`config.mk`:
```
export PLATFORM = sky130hd
export DESIGN_NAME = minimig_sram_sequencer
export DESIGN_NICKNAME = d
export VERILOG_FILES = /design/src/rtl/minimig_sram_sequencer.sv
export SDC_FILE = /design/constraint.sdc
export NUM_CORES = 1
export LEC_CHECK = 0
export CORE_MARGIN = 1
export CORE_UTILIZATION = 46
export CTS_CLUSTER_SIZE = 24
export DETAILED_ROUTE_END_ITERATION = 8
export GPL_TIMING_DRIVEN = 0
export PLACE_DENSITY = 0.94
export SLEW_MARGIN = 25
export SYNTH_ARGS = -nofsm -noshare
export SYNTH_HDL_FRONTEND = slang
export SYNTH_SLANG_ARGS = --single-unit
```
`constraint.sdc`:
```
create_clock -name clk -period 4.8 [get_ports clk]
set_clock_uncertainty 0.2 [all_clocks]
set_input_delay 0.96 -clock clk [delete_from_list [all_inputs] [get_ports clk]]
set_output_delay 0.96 -clock clk [all_outputs]
set_load 0.005 [all_outputs]
```
`src/rtl/minimig_sram_sequencer.sv`:
```
// Async-SRAM timing stage: turns level-type bridge strobes into one registered SRAM cycle
// with programmable setup, strobe-width and hold phases, and captures read data.
module minimig_sram_sequencer #(
    parameter int unsigned SETUP_CYC = 1,
    parameter int unsigned PULSE_CYC = 2,
    parameter int unsigned HOLD_CYC  = 1
) (
    input  logic        clk,
    input  logic        _reset,
    input  logic        _we_in,
    input  logic        _oe_in,
    input  logic        _bhe_in,
    input  logic        _ble_in,
    input  logic [22:1] address_in,
    input  logic [15:0] data_in,
    output logic        _sram_ce,
    output logic        _sram_we,
    output logic        _sram_oe,
    output logic        _sram_bhe,
    output logic        _sram_ble,
    output logic [22:1] sram_addr,
    output logic [15:0] sram_dout,
    output logic        sram_doe,
    input  logic [15:0] sram_din,
    output logic [15:0] rd_data,
    output logic        rd_valid,
    output logic        busy
);

    localparam logic [2:0] StIdle    = 3'd0;
    localparam logic [2:0] StSetup   = 3'd1;
    localparam logic [2:0] StPulse   = 3'd2;
    localparam logic [2:0] StHold    = 3'd3;
    localparam logic [2:0] StRelease = 3'd4;

    // A zero-length strobe would underflow the counter, so it is stretched to one cycle.
    localparam int unsigned PulseEff  = (PULSE_CYC == 0) ? 1 : PULSE_CYC;
    localparam logic [3:0]  SetupLoad = 4'((SETUP_CYC == 0) ? 0 : SETUP_CYC - 1);
    localparam logic [3:0]  PulseLoad = 4'(PulseEff - 1);
    localparam logic [3:0]  HoldLoad  = 4'((HOLD_CYC == 0) ? 0 : HOLD_CYC - 1);
    localparam logic        SkipSetup = (SETUP_CYC == 0);
    localparam logic        SkipHold  = (HOLD_CYC == 0);

    logic [2:0]  state_q, state_d;
    logic [3:0]  cnt_q, cnt_d;
    logic        dir_q, dir_d;
    logic        ce_n_q, ce_n_d;
    logic        we_n_q, we_n_d;
    logic        oe_n_q, oe_n_d;
    logic        bhe_n_q, bhe_n_d;
    logic        ble_n_q, ble_n_d;
    logic [22:1] addr_q, addr_d;
    logic [15:0] dout_q, dout_d;
    logic        doe_q, doe_d;
    logic [15:0] rd_data_q, rd_data_d;
    logic        rd_valid_q, rd_valid_d;

    logic req;
    logic wr_req;

    assign req    = ~_we_in | ~_oe_in;
    assign wr_req = ~_we_in;

    always_comb begin
        state_d    = state_q;
        cnt_d      = cnt_q;
        dir_d      = dir_q;
        ce_n_d     = ce_n_q;
        we_n_d     = we_n_q;
        oe_n_d     = oe_n_q;
        bhe_n_d    = bhe_n_q;
        ble_n_d    = ble_n_q;
        addr_d     = addr_q;
        dout_d     = dout_q;
        doe_d      = doe_q;
        rd_data_d  = rd_data_q;
        rd_valid_d = 1'b0;

        unique case (state_q)
            StIdle: begin
                if (req) begin
                    addr_d  = address_in;
                    dout_d  = data_in;
                    bhe_n_d = _bhe_in;
                    ble_n_d = _ble_in;
                    dir_d   = wr_req;
                    ce_n_d  = 1'b0;
                    doe_d   = wr_req;
                    if (SkipSetup) begin
                        state_d = StPulse;
                        cnt_d   = PulseLoad;
                        we_n_d  = ~wr_req;
                        oe_n_d  = wr_req;
                    end else begin
                        state_d = StSetup;
                        cnt_d   = SetupLoad;
                    end
                end
            end
            StSetup: begin
                if (cnt_q == 4'd0) begin
                    state_d = StPulse;
                    cnt_d   = PulseLoad;
                    we_n_d  = ~dir_q;
                    oe_n_d  = dir_q;
                end else begin
                    cnt_d = cnt_q - 4'd1;
                end
            end
            StPulse: begin
                if (cnt_q == 4'd0) begin
                    we_n_d = 1'b1;
                    oe_n_d = 1'b1;
                    if (!dir_q) begin
                        rd_data_d  = sram_din;
                        rd_valid_d = 1'b1;
                    end
                    if (SkipHold) begin
                        state_d = StRelease;
                        ce_n_d  = 1'b1;
                        doe_d   = 1'b0;
                        bhe_n_d = 1'b1;
                        ble_n_d = 1'b1;
                    end else begin
                        state_d = StHold;
                        cnt_d   = HoldLoad;
                    end
                end else begin
                    cnt_d = cnt_q - 4'd1;
                end
            end
            StHold: begin
                if (cnt_q == 4'd0) begin
                    state_d = StRelease;
                    ce_n_d  = 1'b1;
                    doe_d   = 1'b0;
                    bhe_n_d = 1'b1;
                    ble_n_d = 1'b1;
                end else begin
                    cnt_d = cnt_q - 4'd1;
                end
            end
            StRelease: begin
                // Wait for the bridge to drop its level strobe so one access is one cycle.
                if (!req) begin
                    state_d = StIdle;
                end
            end
            default: begin
                state_d = StIdle;
                ce_n_d  = 1'b1;
                we_n_d  = 1'b1;
                oe_n_d  = 1'b1;
                doe_d   = 1'b0;
            end
        endcase
    end

    always_ff @(posedge clk or negedge _reset) begin
        if (!_reset) begin
            state_q    <= StIdle;
            cnt_q      <= 4'd0;
            dir_q      <= 1'b0;
            ce_n_q     <= 1'b1;
            we_n_q     <= 1'b1;
            oe_n_q     <= 1'b1;
            bhe_n_q    <= 1'b1;
            ble_n_q    <= 1'b1;
            addr_q     <= '0;
            dout_q     <= '0;
            doe_q      <= 1'b0;
            rd_data_q  <= '0;
            rd_valid_q <= 1'b0;
        end else begin
            state_q    <= state_d;
            cnt_q      <= cnt_d;
            dir_q      <= dir_d;
            ce_n_q     <= ce_n_d;
            we_n_q     <= we_n_d;
            oe_n_q     <= oe_n_d;
            bhe_n_q    <= bhe_n_d;
            ble_n_q    <= ble_n_d;
            addr_q     <= addr_d;
            dout_q     <= dout_d;
            doe_q      <= doe_d;
            rd_data_q  <= rd_data_d;
            rd_valid_q <= rd_valid_d;
        end
    end

    assign _sram_ce  = ce_n_q;
    assign _sram_we  = we_n_q;
    assign _sram_oe  = oe_n_q;
    assign _sram_bhe = bhe_n_q;
    assign _sram_ble = ble_n_q;
    assign sram_addr = addr_q;
    assign sram_dout = dout_q;
    assign sram_doe  = doe_q;
    assign rd_data   = rd_data_q;
    assign rd_valid  = rd_valid_q;
    assign busy      = (state_q != StIdle);

endmodule

```
==> flow_summary_export.csv <==
group,metric,value,unit
final_layout,stdcell_count,419,
grt,antenna_found_initial,0,
synth,syn_inst,204,
synth,syn_area_per_cell,14.7,um2
route,wl_per_cell,15.8,um
route,drt_iter0_markers,135,
synth,syn_area,3000,um2
route,drt-pass1-iter-count,4,
synth,synth_area_leaders,"dfrtp_1 53%, mux2_4 15%, mux2_2 6.8%, dfstp_2 4.4%, mux2_1 2.3%",
clock_network,cts_setup_buffers,0,
worst_setup_path,rrSetupSlack,2740,ps
timing,finalCriticalPeriod,2930,ps
die,die_area,6850,um2
final_layout,area_growth,51.8,%
timing,max_freq,341,MHz
synth,synth_commonest_cells,"64 x dfrtp_1, 30 x mux2_4, 18 x mux2_2, 7 x a21oi_1, 7 x nor2_1",
run_status,status,"complete, no violations",
timing,hold_viol,0,
timing,tns,0,ps
final_layout,drive_gt1_share,24.6,%
synth,synth.distinct_cells,39,
route,viasPerCell,5.09,
worst_setup_path,max_stage_delay,460,ps
clock_network,root_buffer,"clkbuf_8",
die,start_util,47.5,%
placed_design,placed_area,4330,um2
synth,synth_top_area_share,53.4,%
grt,grt_pass1_vias,2116,
synth,synth.area.mux_share,24.0,%
grt,grt_usage,20.0,%
power,power_density,676,nW/um2
grt,grt_max_degree,56,
die,die_w,82.8,um
grt,grt_pass1_wl,9960,um
final_layout,finalInstanceArea,4560,um2
run,maxCapViolations,0,
worst_setup_path,end_kind,"output pin",
worst_setup_path,worstPathMaxFanout,10,
timing,rsz0062_at_grt,"no",
clock_network,clock_path_buffers,2,
clock_network,h-tree-depth,3,
synth,synth-xor-area-share,0.584,%
synth,synthArstFlopShare,100,%
synth,synth_nets,266,
clock_network,path_clk_slew,80,ps
clock_network,cts_made_buffers,9,
worst_setup_path,r2r_start,"cnt_q[0]$_DFFE_PN0P_",
route,ant_nets,0,
clock_network,cts.repair.resized,0,
placed_design,dp.cells,403,
synth,synth_top_area_cell,"dfrtp_1",
synth,ys_ff_latch,69,
worst_setup_path,path_cells,"buf_2, or3_1, clkdlybuf4s50_1",
route,vias,2132,
synth,ys_seq_area_share,57.8,%
synth,synth-adder-area-share,0.834,%
grt,grt_overflow,0,
synth,synth_compound_area_share,7.88,%
timing,slew_headroom,60.4,%
timing,fin_crit_sh,61.1,%
clock_network,cts_tree,"built",
final_layout,finish.net_count,399,
worst_setup_path,crit_slowest_cell,"clkdlybuf4s50_1",
power,ir_worst_vdd,0.403,mV
worst_setup_path,cp-start-kind,"flop",
synth,synth_top_family_by_area,"multiplexers",
min_path,hp-class,"in -> async",
route,routed_wl,6610,um
worst_setup_path,cp_top_family,"buffers and inverters",
clock_network,cts_hold_buf,0,
timing,worstMarginPinSlew,595,ps
clock_network,worst_skew_pair.late_latency,330,ps
die,io_pins,122,
die,fp.coreArea,6310,um2
timing,finalSetupViolCount,0,
worst_setup_path,path_buf_inv,2,
final_layout,num_antenna_cells,0,
worst_setup_path,reg2regPathDepth,6,
synth,yosys_warnings,0,
power,p_leak,1.94,nW
die,rows,29,
synth,synthSimpleGateAreaFrac,5.17,%
route,drc_errors,0,
synth,synth_edf_count,0,
final_layout,fillers,425,
worst_setup_path,cp.arrival,1770,ps
die,die_h,82.8,um
synth,synth_most_common_cell,"dfrtp_1",
worst_setup_path,crit_required,3640,ps
clock_network,clkSinkCount,69,
placed_design,dp_hpwl,4840,um
worst_setup_path,reg2reg_to,"rd_data[14]$_DFFE_PN0P_",
worst_setup_path,crit_type,"reg -> out",
synth,synth_ff_type,"dfrtp_1",
placed_design,gp_congestion,0.864,
placed_design,portBuffers,121,
timing,drv_slew,0,
-- cell usage in the layout, fill, tap and decap left out, types with 2 or more instances in the layout --
cell	Yosys	routed
a211oi_1	2	2
a21oi_1	7	7
a31oi_1	2	2
and3b_1	2	2
buf_2	3	3
buf_6	5	5
bufinv_16	0	2
clkbuf_1	4	5
clkbuf_8	0	10
clkdlybuf4s50_1	0	120
dfrtp_1	64	64
dfstp_2	5	5
ha_1	2	2
inv_1	6	6
mux2_1	6	6
mux2_2	18	18
mux2_4	30	30
nand2_1	5	5
nand2b_1	2	2
nor2_1	7	7
o21ai_0	6	6
o22ai_1	4	4
o32a_1	2	2
or3_1	3	3
xnor2_1	2	2
-- kinds of logic after synthesis --
group	count (synthesis)
simple gates	26
fa+ha+maj	2
compound gates	32
buf+inv	19
xor+xnor	2
flops	69
mux	54
-- final cells by class --
cell class	count	area [um2]	area share [%]
Multi-Input combinational cell	116	1150	25.4
Tap cell	77	96.3	2.11
Clock inverter	5	81.3	1.79
Inverter	6	22.5	0.494
Timing Repair Buffer	122	1240	27.1
Sequential cell	69	1730	38.0
Buffer	13	90.1	1.98
Clock buffer	11	141	3.10
-- metrics by stage --
step           setup slack [ps]  total power, mW  hold WS [ps]  util, %
5_1_grt                    1780             3.28           266     72.2
3_5_place_dp               1710             2.57           278     68.6
2_1_floorplan              2450             1.83           283        -
3_3_place_gp                386             2.52           268     68.2
4_1_cts                    1850             3.11           274     72.2
6_report                   1870             3.08           275     72.2
-- registers in the layout, indices dropped and copies added, names as in the netlist --
signal and count:
_sram_bhe 1, _sram_ble 1, _sram_ce 1, _sram_oe 1, _sram_we 1, cnt_q 4
dir_q 1, rd_data 16, rd_valid 1, sram_addr 22, sram_doe 1, sram_dout 16
state_q 3
-- layer usage --
metal | vias up | share of wire, % | routed length [um] | global-route usage (%)
met4 | 0 | 1.0 | 67 | 6.03
met3 | 9 | 8.0 | 530 | 7.69
met1 | 1037 | 42 | 2800 | 25.6
li1 | 994 | - | - | -
met5 | - | 0 | 0 | 0
met2 | 92 | 49 | 3220 | 31.2
-- power breakdown --
| part | internal [mW] | switching (mW) | leakage, nW | total (mW) |
|---|---|---|---|---|
| Combinational | 0.989 | 0.508 | 1.02 | 1.50 |
| Clock | 0.308 | 0.212 | 0.110 | 0.520 |
| Sequential | 0.891 | 0.170 | 0.808 | 1.06 |
-- worst max path at each step --
| stage | slack [ps] | end | depth (start not counted) | startpoint |
|---|---|---|---|---|
| 6_report | 1870 | busy | 3 | state_q[1]$_DFFE_PN0P_ |
| 5_1_grt | 1780 | busy | 3 | state_q[1]$_DFFE_PN0P_ |
| 4_1_cts | 1850 | busy | 3 | state_q[1]$_DFFE_PN0P_ |
| 3_5_place_dp | 1710 | sram_addr[12]$_DFFE_PN0P_ | 4 | _we_in |
| 3_3_place_gp | 390 | sram_dout[4]$_DFFE_PN0P_ | 1 | _reset |
| 2_1_floorplan | 2450 | sram_addr[10]$_DFFE_PN0P_ | 3 | _we_in |
Note: power is estimated with default switching activity, not from simulation.
